### config.mk
export PLATFORM = sky130hd
export DESIGN_NAME = debug_capture
export DESIGN_NICKNAME = d
export VERILOG_FILES = /design/src/rtl/debug_capture.sv
export SDC_FILE = /design/constraint.sdc
export NUM_CORES = 1
export LEC_CHECK = 0
export CAP_MARGIN = 20
export CORE_ASPECT_RATIO = 2
export CORE_MARGIN = 8
export CORE_UTILIZATION = 44
export DETAILED_ROUTE_END_ITERATION = 8
export DONT_BUFFER_PORTS = 1
export GPL_TIMING_DRIVEN = 0
export HOLD_SLACK_MARGIN = 0.02
export PLACE_DENSITY_LB_ADDON = 0.1
export SKIP_CTS_REPAIR_TIMING = 1
export SLEW_MARGIN = 20
export SYNTH_ARGS = -nofsm -noshare
export SYNTH_HDL_FRONTEND = slang
export SYNTH_SLANG_ARGS = --single-unit
### constraint.sdc
create_clock -name clk -period 9.4 [get_ports clk]
set_clock_uncertainty 0.1 [all_clocks]
set_input_delay 1.88 -clock clk [delete_from_list [all_inputs] [get_ports clk]]
set_output_delay 1.88 -clock clk [all_outputs]
set_load 0.02 [all_outputs]
### src/rtl/debug_capture.sv
// Change-capture debugger: flags masked changes on a probe bus and logs each one
// as a {timestamp, value} event in a FIFO drained over a valid/ready stream.
module debug_capture #(
    parameter int WIDTH    = 8,
    parameter int DEPTH    = 16,
    parameter int TS_WIDTH = 16
) (
    input  logic                      clk,
    input  logic                      reset_n,
    input  logic [WIDTH-1:0]          w,
    input  logic [WIDTH-1:0]          mask,
    input  logic                      arm,
    input  logic                      clear,
    output logic                      trigger,
    output logic [WIDTH-1:0]          data,
    output logic                      ev_valid,
    input  logic                      ev_ready,
    output logic [TS_WIDTH+WIDTH-1:0] ev_data,
    output logic [$clog2(DEPTH):0]    level,
    output logic                      overflow
);
    localparam int AW = $clog2(DEPTH);
    localparam int LW = AW + 1;

    logic [WIDTH-1:0]          r_data;
    logic                      r_trig;
    logic                      r_ovf;
    logic [TS_WIDTH-1:0]       r_ts;
    logic [LW-1:0]             r_level;
    logic [AW-1:0]             r_wr;
    logic [AW-1:0]             r_rd;
    logic [TS_WIDTH+WIDTH-1:0] r_mem [DEPTH];

    logic w_chg;
    logic w_full;
    logic w_empty;
    logic w_pop;
    logic w_push_req;
    logic w_push;
    logic w_drop;

    assign w_chg      = |((w ^ r_data) & mask);
    assign w_full     = (r_level == LW'(DEPTH));
    assign w_empty    = (r_level == '0);
    assign w_pop      = !w_empty && ev_ready && !clear;
    assign w_push_req = w_chg && arm && !clear;
    // A full FIFO still accepts a push when the head is leaving in the same cycle.
    assign w_push     = w_push_req && (!w_full || w_pop);
    assign w_drop     = w_push_req && w_full && !w_pop;

    always_ff @(posedge clk or negedge reset_n) begin
        if (!reset_n) begin
            r_data  <= '0;
            r_trig  <= 1'b0;
            r_ovf   <= 1'b0;
            r_ts    <= '0;
            r_level <= '0;
            r_wr    <= '0;
            r_rd    <= '0;
        end else begin
            r_data <= w;
            r_trig <= w_chg;
            if (clear) begin
                r_ovf   <= 1'b0;
                r_ts    <= '0;
                r_level <= '0;
                r_wr    <= '0;
                r_rd    <= '0;
            end else begin
                r_ts <= r_ts + 1'b1;
                if (w_drop) begin
                    r_ovf <= 1'b1;
                end
                if (w_push) begin
                    r_wr <= r_wr + 1'b1;
                end
                if (w_pop) begin
                    r_rd <= r_rd + 1'b1;
                end
                if (w_push && !w_pop) begin
                    r_level <= r_level + 1'b1;
                end else if (w_pop && !w_push) begin
                    r_level <= r_level - 1'b1;
                end
            end
        end
    end

    // Event storage carries no reset; emptiness is tracked solely by r_level.
    always_ff @(posedge clk) begin
        if (w_push) begin
            r_mem[r_wr] <= {r_ts, w};
        end
    end

    assign trigger  = r_trig;
    assign data     = r_data;
    assign overflow = r_ovf;
    assign level    = r_level;
    assign ev_valid = !w_empty;
    assign ev_data  = ev_valid ? r_mem[r_rd] : '0;

endmodule

# Yosys cells after proc, flatten, opt, wreduce, memory -nomap -nowiden
# Memory sizes are Yosys's and may differ from the RTL's.
# Cells that the tools add are included.
# word_totals
regBits	39
ramBits	384
n_memories	1
# op_classes
add_sub_neg	5
n_eq_ne	1
n_mux	13
bitwise_logic	2
n_reduce_logical	21
# mem_list
memory	words	word_bits	rd	rd_ports_with_merged_regs	wr	line_no	rtl
r_mem	16	24	1	0	1	32	logic [TS_WIDTH+WIDTH-1:0] r_mem [DEPTH];
# op_table
operator	count
24-bit two-way mux	1
16-bit by 1-bit adder with 16-bit output, second input constant	1
16-bit two-way mux	1
4-bit two-way mux	4
5-bit two-way mux	3
1-bit logical AND	9
4-bit by 1-bit adder with 4-bit output, second input constant	2
8-bit AND	1
8-bit OR reduction	1
8-bit XOR	1
2-bit nonzero test	3
5-bit by 1-bit adder with 5-bit output, second input constant	1
5-bit equality test, second input constant	1
1-bit zero test	5
5-bit zero test	1
5-bit by 1-bit subtractor with 5-bit output, second input constant	1
1-bit two-way mux	4
3-bit nonzero test	1
1-bit logical OR	1

# Longest topological paths before layout
# Gate-level depths: netlist (run 1).
# logic_depth
depth_word	11
ltp_mapped	13

# Worst setup path after synthesis (run 1)
# No wires, ideal clock.
# synth_path
path_kind	in2reg
startpoint	input w[6]
endpoint	memory r_mem[2][0] in the netlist's numbering, enable pin
t_arrival_ps	5231
path_slack_ps	3603
stages	6
cell_sequence	xor2_1 -> a22oi_1 -> a41oi_4 -> nand2_2 -> buf_2 -> nor4_1
# synth_via
elab_chain_cells	8
# synth_lines
item	line_no	rtl
start, declared	10	input logic [WIDTH-1:0] w,
8-bit XOR	42	assign w_chg = |((w ^ r_data) & mask);
8-bit AND	42	
8-bit OR reduction	42	
1-bit logical AND (2 in a row)	46	assign w_push_req = w_chg && arm && !clear;
1-bit logical AND	48	assign w_push = w_push_req && (!w_full || w_pop);
1-bit two-way mux	91	if (w_push) begin
1-bit two-way mux (implied by the code)	92	r_mem[r_wr] <= {r_ts, w};
end, declared	32	
# Every way passes these cells.

# Worst setup path after layout (run 1)
# layout_path
startpoint	register r_rd[2]
endpoint	output ev_data[11]
# layout_via
elab_chain_cells	2
# layout_lines
item	line_no	rtl
start, declared	31	logic [AW-1:0] r_rd;
start signal, assigned	78	r_rd <= r_rd + 1'b1;
memory 16 x 24 bit	-	
24-bit two-way mux	101	assign ev_data = ev_valid ? r_mem[r_rd] : '0;
end, declared	18	output logic [TS_WIDTH+WIDTH-1:0] ev_data,
# Every way passes these cells.

==> flow_summary_export.csv, run 1 <==
group,metric,value,unit
critical_path,worstPathArrival,3480,ps
sta,rsz0062_at_grt,"false",
critical_path,slowest_stage,"a211oi_1",
power_and_ir_drop,powerDensity,248.8,nW/µm²
yosys,synthCells,907,
cells_and_area,nets,1034,
sta,max_clock_freq,183.2,MHz
power_and_ir_drop,vdd_drop_max,137.8,µV
route,wl,44620,µm
clock_network,clock-sinks,423,
power_and_ir_drop,pwr-share-seq,44.5,%
power_and_ir_drop,p_int,3.361,mW
floorplan,rows,101,
critical_path,r2r-start,"level[1]",
power_and_ir_drop,p_sw_share,29.42,%
global_routing,first_global_vias,9107,
yosys,synth_top_area_cell,"edfxtp_1",
yosys,synth_async_sr_flop_share,9.220,%
place,placed_cells,1425,
route,avgViaCountPerCell,5.853,
clock_network,htree_levels,2,
route,drc,0,
global_routing,grt_use_total,20.10,%
route,drtIter0Drc,636,
worst_hold_path,hold_class,"register to register",
yosys,synth_common_cells,"edfxtp_1 (384), mux2i_1 (99), mux4_2 (48), o221ai_1 (48), dfrtp_1 (39)",
floorplan,die_x,153.9,µm
route,ant_nets,0,
sta,slew_violations,0,
critical_path,r2r_cells,13,
run,timing.max_cap.violations,0,
sta,slew_headroom,19.69,%
critical_path,crit_chain,"buf_2, nand2_1, clkbuf_1, buf_1, o221ai_1, o22ai_1, a211oi_1",
sta,finalHoldViolCount,0,
sta,fin_crit,5458,ps
critical_path,worstSetupPathType,"register to output pin",
power_and_ir_drop,cellLeakagePower,6.221,nW
sta,period_share,58.07,%
cells_and_area,layoutNonFillerInstCount,1495,
cells_and_area,area_growth,14.39,%
route,wl_per_cell,29.84,µm
place,detailed_place_hpwl,32010,µm
global_routing,grt_max_degree,40,
place,dp_slack,4297,ps
yosys,ys.flop_type,"edfxtp_1",
global_routing,grt_overflow,0,
critical_path,r2r_end,"level[4]",
floorplan,die_y,291.8,µm
yosys,synth-warning-count,0,
place,gp_congestion,0.7833,
critical_path,crit_path_end,"ev_data[11]",
yosys,synth_area_leaders,"edfxtp_1 (69%), mux4_2 (6.5%), mux2i_1 (5.9%)",
yosys,yosysMostFrequentCell,"edfxtp_1",
sta,setup_viol,0,
yosys,syn_nets,939,
route,vias,8750,
yosys,seq_area_frac_synth,74.75,%
global_routing,grt_antenna_before_repair,0,
clock_network,clockBufferDepth,3,
critical_path,cp_max_fo,10,
global_routing,grt_pass1_wl,64300,µm
power_and_ir_drop,switchingPower,1.401,mW
clock_network,clkTransAtPathRegs,70,ps
yosys,synth.avg_cell_area,18.45,µm²
cells_and_area,antenna_cells,0,
critical_path,startpoint_type,"register",
floorplan,io_pins,61,
cells_and_area,drive_gt1_share,19.57,%
yosys,synthDominantCellAreaShare,68.91,%
sta,hold_slack,533.0,ps
clock_network,cts_buffers,38,
floorplan,core_area,37790,µm²
power_and_ir_drop,power_frac_clock,32.9,%
critical_path,critPathLaunch,"r_rd[2]",
power_and_ir_drop,pwr-share-comb,22.7,%
place,port_buffers,0,
sta,setup_slack,3942,ps
yosys,synthDistinctLibCells,43,
yosys,synth-edff-count,384,
critical_path,regToRegSetupSlack,5650,ps
status,outcome,"completed",
route,drt-pass1-iter-count,5,
floorplan,start_util,44.28,%
sta,setup-tns-final,0,ps
yosys,synth-seq-cells,423,
yosys,netlist_area,16730,µm²
clock_network,cts_tree,"done",
clock_network,clk_latency,540,ps
clock_network,root_buffer,"clkbuf_16",
sta,worst_pin_slew,1197,ps
critical_path,critPathMaxStageDelay,960,ps
floorplan,die_area,44900,µm²
critical_path,worst_setup_path_end_kind,"output pin",
critical_path,required,7420,ps
==> final cells by class <==
type                    count  area [µm²]
plain buffers              52       230.2
clock buffers              50        1060
clock inverters            20       173.9
fillers                  3073       18640
inverters                   7       26.28
multi-input cells         425        4075
flip-flops and latches    423       12510
well taps                 463       579.3
repair buffers             55       489.2
==> per-stage QoR <==
step	utilization [%]	area, µm²	total power, mW
2_1_floorplan	-	16730	2.914
3_3_place_gp	45.82	17310	3.254
3_5_place_dp	47.39	17910	3.274
5_1_grt	50.66	19140	4.931
4_1_cts	50.66	19140	4.829
6_report	50.66	19140	4.763
==> power by group through the flow <==
stage               Sequential, mW  Combinational [mW]  Clock [mW]
finish                        2.12                1.08        1.56
CTS                           2.12                1.11        1.59
global route                  2.12                1.15        1.66
global placement              2.16                1.09           0
detailed placement            2.16                1.11           0
floorplan                     2.15               0.764           0
==> cells by family after synthesis <==
logic type	count (synthesis)	synth area share, %
AO/OA/AOI/OAI	117	5.361
XOR/XNOR	29	1.518
adder cells (fa/ha/maj)	11	0.8674
buffers and inverters	59	1.533
flip-flops	423	74.75
multiplexers	148	12.45
AND/OR/NAND/NOR	120	3.522
==> layer usage <==
metal  global-route usage, %  vias up  share of wire (%)
li1                        -     3874                  -
met1                   21.53     4602                 36
met2                   37.29      204                 55
met3                   3.643       70                4.3
met4                   9.681        0                4.7
met5                       0        -                  0
==> registers in the layout (all words and copies together) (netlist names) <==
signal / count
r_mem: 384
r_ts: 16
data: 8
level: 5
r_rd: 4
r_wr: 4
overflow: 1
trigger: 1
==> worst min path at each step <==
stage	startpoint	end	slack [ps]	cells after the start
3_5_place_dp	r_wr[1]	r_wr[1]	530	2
6_report	r_wr[1]	r_wr[1]	530	2
5_1_grt	r_wr[1]	r_wr[1]	570	2
2_1_floorplan	r_wr[1]	r_wr[1]	460	2
3_3_place_gp	r_wr[1]	r_wr[1]	510	2
4_1_cts	r_wr[1]	r_wr[1]	550	2
==> placed cells by master (no fill, tap or decap), types with 12 or more instances in the layout <==
cell | netlist | routed
xor2_1 | 20 | 20
buf_4 | 1 | 32
clkbuf_16 | 0 | 41
nor2_1 | 30 | 27
buf_6 | 1 | 12
buf_2 | 19 | 29
edfxtp_1 | 384 | 384
o22ai_1 | 24 | 24
mux2i_1 | 99 | 99
a211oi_1 | 24 | 21
clkbuf_1 | 25 | 34
mux4_2 | 48 | 48
dfrtp_1 | 39 | 39
o221ai_1 | 48 | 48
nand2_1 | 35 | 35
==> critical path: cells and delay by family, from the launching register on <==
family	cells	cell delay, ps
flops	1	320
compound gates	3	1530
simple gates	1	120
buf+inv	3	950
Power figures use the tool's default switching activity.
==> inputs of run 2 (changes only) <==
- ABC_AREA: unset -> 1
- clock period: 9.4 -> 5.5 ns (I/O delays scaled with it)
==> run 2 against run 1 <==
Net effect:
- flip-flop and latch count unchanged
- sequential power up 71%
- die area up 3.4%
- synthesized area up 3.7%
- clock power up 73%
- non-clock buffer count down 21
- critical path type unchanged
==> flow_summary_export.csv, run 2 <==
group,metric,value,unit
yosys,yosysMostFrequentCell,"edfxtp_1",
cells_and_area,drive_gt1_share,11.28,%
yosys,synth_compound_area_share,9.754,%
place,dp_slack,1722,ps
cells_and_area,antenna_cells,0,
global_routing,grt_max_degree,40,
yosys,synthCells,1336,
sta,slew_violations,0,
clock_network,cts_buffers,38,
cells_and_area,largest_register,"r_mem",
global_routing,first_global_vias,10760,
yosys,synth_top_area_cell,"edfxtp_1",
clock_network,clk_latency,540,ps
route,drc,0,
yosys,synth_area_leaders,"edfxtp_1 (66%), dfrtp_1 (5.6%), nand2_1 (5.5%)",
critical_path,worst_setup_path_end_kind,"output pin",
floorplan,rows,103,
yosys,syn_nets,1368,
critical_path,worstSetupPathType,"register to output pin",
critical_path,critPathTopFamily,"compound AO/OA/AOI/OAI gates",
critical_path,crit_chain,"inv_2, nand2_1, inv_2, buf_2, a21oi_1, o211ai_1, nand2_1, a21oi_1",
critical_path,cp_max_fo,10,
route,wl,48600,µm
clock_network,root_buffer,"clkbuf_16",
power_and_ir_drop,power.total,8.703,mW
sta,max_clock_freq,233.5,MHz
yosys,synth_async_sr_flop_share,9.220,%
route,drt-pass1-iter-count,5,
route,vias,10660,
yosys,netlist_area,17360,µm²
sta,hold_slack,148.0,ps
sta,setup_viol,0,
power_and_ir_drop,powerDensity,439.7,nW/µm²
yosys,synth.mux.area_fraction,2.768,%
yosys,synth.avg_cell_area,12.99,µm²
critical_path,worstPathArrival,3080,ps
floorplan,die_y,296.9,µm
floorplan,die_area,46440,µm²
sta,setup-tns-final,0,ps
sta,period_share,77.87,%
global_routing,busiest_layer,"met2",
place,gp_congestion,0.8225,
sta,slew_headroom,38.56,%
run,timing.max_cap.violations,0,
global_routing,use_met2,37.12,%
critical_path,required,4300,ps
yosys,synth-warning-count,0,
route,drtIter0Drc,830,
global_routing,grtUsageMet1,24.26,%
sta,fin_crit,4283,ps
power_and_ir_drop,vdd_drop_max,273.1,µV
worst_hold_path,hold_class,"input port to async pin",
place,detailed_place_hpwl,34010,µm
clock_network,clockBufferDepth,3,
yosys,seq_area_frac_synth,72.06,%
cells_and_area,layout_common_cells,"edfxtp_1 (384), nand2_1 (256), a21oi_1 (88)",
sta,worst_pin_slew,921.6,ps
sta,setup_slack,1217,ps
yosys,synth_common_cells,"edfxtp_1 (384), nand2_1 (256), a21oi_1 (88), nor2_1 (81)",
place,placed_cells,1877,
route,wl_per_cell,25.00,µm
critical_path,critPathMaxStageDelay,490,ps
yosys,synthDistinctLibCells,41,
global_routing,use_met3,3.026,%
clock_network,htree_levels,2,
yosys,synth-seq-cells,423,
global_routing,grt_antenna_before_repair,0,
yosys,ys.flop_type,"edfxtp_1",
cells_and_area,area_growth,14.06,%
power_and_ir_drop,cellLeakagePower,7.135,nW
status,outcome,"completed",
floorplan,core_area,39180,µm²
route,avgViaCountPerCell,5.483,
floorplan,io_pins,61,
route,ant_nets,0,
critical_path,slowest_stage,"a21oi_1",
critical_path,startpoint_type,"register",
cells_and_area,nets,1424,
yosys,synth_top_family_by_area,"simple AND/OR/NAND/NOR gates",
floorplan,die_x,156.4,µm
clock_network,cts_tree,"done",
cells_and_area,final_common_cell,"edfxtp_1",
floorplan,start_util,44.30,%
cells_and_area,largest_reg_flops,384,
yosys,synthDominantCellAreaShare,66.44,%
yosys,synth-edff-count,384,
cells_and_area,fillers,3487,
clock_network,clkTransAtPathRegs,70,ps
clock_network,clock-sinks,423,
critical_path,worst-path-buf-inv,3,
sta,finalHoldViolCount,0,
global_routing,grt_overflow,0,
yosys,synthSimpleGateAreaFrac,10.48,%
yosys,synthAdderAreaFrac,0.8363,%
place,port_buffers,0,
sta,rsz0062_at_grt,"false",
yosys,synth_xor_xnor_area_share,0.2019,%
global_routing,grt_pass1_wl,71180,µm
cells_and_area,layoutNonFillerInstCount,1944,
global_routing,grt_use_total,21.18,%
[run 2: cell types whose count changed in the layout (fill, tap and decap cells not counted), sizes merged, moves of 51 or more]
cell,previous run,this run
nor2,30,87
inv,7,74
a21oi,7,89
o21ai,5,88
nand3,9,70
mux2i,99,48
nand2,36,260
[run 2: metal layers]
layer,part of all wire (%),wire [µm]
met3,4.7,2306
met2,52,25440
met4,5.5,2685
met1,37,18180
met5,0,0
[run 2: layout make-up]
class	count	area (µm²)	share of cell area (%)
tap	525	656.9	3.318
timing repair buffer	16	410.4	2.073
inverter	75	284.0	1.435
clock buffer	48	1062	5.366
clock inverter	19	190.2	0.9607
multi-input combinational	768	4293	21.69
buffer	70	391.6	1.978
sequential	423	12510	63.18
[run 2: through the flow]
step	util, %	area, µm²
after detailed placement	47.33	18540
after global routing	50.53	19800
after floorplan	-	17360
after CTS	50.53	19800
after global placement	45.98	18010
final	50.53	19800
[run 2: final timing paths]
check / startpoint / end / slack (ps) / cells past startpoint
max: r_rd[1] / ev_data[8] / 1220 / 8
min in group clk: r_rd[3] / r_rd[3] / 400 / 1
min reg2reg: r_rd[3] / r_rd[3] / 400 / 1
max reg2reg: level[1] / r_mem[6][12] / 2400 / 9
max in group asynchronous: reset_n / data[5] / 5040 / 0
min: reset_n / r_ts[6] / 150 / 0
[run 2: logic make-up after synthesis]
| kind of cell | after synthesis |
|---|---|
| and+or+nand+nor | 430 |
| AOI/OAI and AO/OA | 275 |
| adders and majority gates | 11 |
| DFF | 423 |
| xor gates and xnor gates | 4 |
| muxes | 48 |
| buffers and inverters | 145 |
[run 2: report_power, final]
group          leakage, nW  switching, mW  internal, mW  total [mW]
clock                0.617           1.14          1.56        2.70
sequential            3.90         0.0836          3.54        3.62
combinational         2.61           1.71         0.677        2.38
total                 7.13           2.93          5.77        8.70
[run 2: worst reg2reg max path, stage by stage, from the launching register on]
cell	delay [ps]
dfrtp_1	580
nor2_1	140
nand3_2	330
nand2_4	150
a21oi_4	190
nand3_4	130
inv_2	120
nand2_1	250
nor2_4	580
buf_16	230
==> inputs of run 3 (changes only) <==
- ABC_AREA: 1 -> 0
- clock period: 5.5 -> 4.1 ns (I/O delays scaled with it)
==> run 3 against run 2 <==
Net effect:
- global-route usage is 1.5 points lower
- routed wire length is 10% lower
- sequential power is 34% higher
- first-iteration DRC count is 37% lower
- hold slack worse by 120 ps
- utilization is 0.42 points higher
- clock-buffer cell count is 4 higher
- die area is 3.3% lower
- register-to-register slack worse by 2000 ps
- via count is 18% lower
==> flow_summary_export.csv, run 3 (same netlist as run 1, synthesis figures left out) <==
group,metric,value,unit
status,outcome,"completed",
clock_network,cts_tree,"done",
cells_and_area,final_util,50.95,%
global_routing,grt_use_total,19.67,%
route,ant_nets,0,
global_routing,busiest_layer,"met2",
sta,setup-tns-final,0,ps
floorplan,core_area,37790,µm²
critical_path,r2r_end,"r_mem[0][8]",
global_routing,grt_pass1_wl,63400,µm
cells_and_area,fin_area,19250,µm²
power_and_ir_drop,power.total,10.84,mW
critical_path,worstSetupPathType,"register to output pin",
floorplan,start_util,44.28,%
sta,finalHoldViolCount,0,
cells_and_area,nets,1038,
power_and_ir_drop,vdd_drop_max,364.0,µV
place,dp_slack,-94.07,ps
cells_and_area,final_common_cell,"edfxtp_1",
place,detailed_place_hpwl,31430,µm
route,vias,8743,
global_routing,grt_overflow,0,
sta,period_share,96.19,%
critical_path,startpoint_type,"register",
sta,setup_slack,156.2,ps
cells_and_area,largest_reg_flops,384,
critical_path,cp_max_fo,10,
global_routing,grt_antenna_before_repair,0,
sta,rsz0062_at_grt,"false",
critical_path,worst_setup_path_end_kind,"output pin",
global_routing,use_met3,3.139,%
route,drt-pass1-iter-count,5,
critical_path,required,3180,ps
clock_network,clk_latency,530,ps
place,placed_area,17960,µm²
global_routing,first_global_vias,9279,
cells_and_area,layout_common_cells,"edfxtp_1 (384), mux2i_1 (99), mux4_2 (48)",
place,gp_congestion,0.7411,
critical_path,r2r-start,"data[5]",
route,drc,0,
clock_network,clock-sinks,423,
place,port_buffers,0,
cells_and_area,antenna_cells,0,
run,timing.max_cap.violations,0,
critical_path,r2r_cells,10,
route,wl,43610,µm
global_routing,grt_max_degree,40,
cells_and_area,largest_register,"r_mem",
floorplan,die_y,291.8,µm
clock_network,clkTransAtPathRegs,70,ps
worst_hold_path,hold_class,"input port to async pin",
clock_network,clockBufferDepth,3,
floorplan,io_pins,61,
sta,slew_headroom,21.71,%
critical_path,worstPathArrival,3020,ps
power_and_ir_drop,powerDensity,563.1,nW/µm²
sta,worst_pin_slew,1174,ps
sta,fin_crit,3944,ps
cells_and_area,drive_gt1_share,21.77,%
floorplan,die_area,44900,µm²
sta,setup_viol,0,
clock_network,htree_levels,2,
clock_network,root_buffer,"clkbuf_16",
sta,max_clock_freq,253.6,MHz
global_routing,use_met2,37.20,%
cells_and_area,fillers,3062,
route,wl_per_cell,29.23,µm
sta,slew_violations,0,
route,drtIter0Drc,520,
route,avgViaCountPerCell,5.860,
clock_network,cts_buffers,37,
cells_and_area,area_growth,15.05,%
critical_path,regToRegSetupSlack,380,ps
global_routing,grtUsageMet1,21.56,%
floorplan,rows,101,
power_and_ir_drop,cellLeakagePower,6.248,nW
floorplan,die_x,153.9,µm
-- run 3: final cells by class --
type                       count  area, µm²  share of cell area [%]
buffer                        52      239.0                   1.241
clock buffer                  52       1033                   5.369
clock inverter                10      98.84                  0.5135
inverter                       7      26.28                  0.1365
multi-input combinational    425       4229                   21.97
sequential                   423      12510                   64.97
tap                          463      579.3                   3.009
timing repair buffer          60      536.8                   2.788
-- run 3: critical path: stages (launching register included) --
cell      delay [ps]
dfrtp_1          530
nor4_4           470
and2b_1          170
buf_4            190
clkbuf_1         880
a211oi_2         220
-- run 3: worst max path at each step --
stage	start	to	slack, ps	cells past startpoint
floorplan	w[6]	r_mem[0][0]	-470	5
global placement	w[6]	r_mem[0][8]	-4290	5
detailed placement	w[6]	r_mem[1][8]	-90	10
CTS	r_rd[1]	ev_data[2]	-230	5
global route	r_rd[1]	ev_data[22]	8	7
finish	level[1]	ev_data[8]	160	5
-- run 3: power breakdown --
part	switching, mW	internal [mW]
clock network	1.49	1.88
logic	1.63	0.987
registers	0.0976	4.76
-- run 3: metal layers --
layer  routed length (µm)  part of all wire (%)  up-vias
met5                    0                     0        -
met4                 1371                   3.1        0
met3                 1923                   4.4       74
met2                24530                    56      228
met1                15780                    36     4575
li1                     -                     -     3866
-- run 3: metrics by stage --
| stage | hold slack (ps) | instances |
|---|---|---|
| finish | 28.40 | 1492 |
| CTS | -142.5 | 1491 |
| global placement | 426.7 | 1370 |
| floorplan | 424.4 | 907 |
| detailed placement | 426.6 | 1429 |
| global route | 30.17 | 1492 |
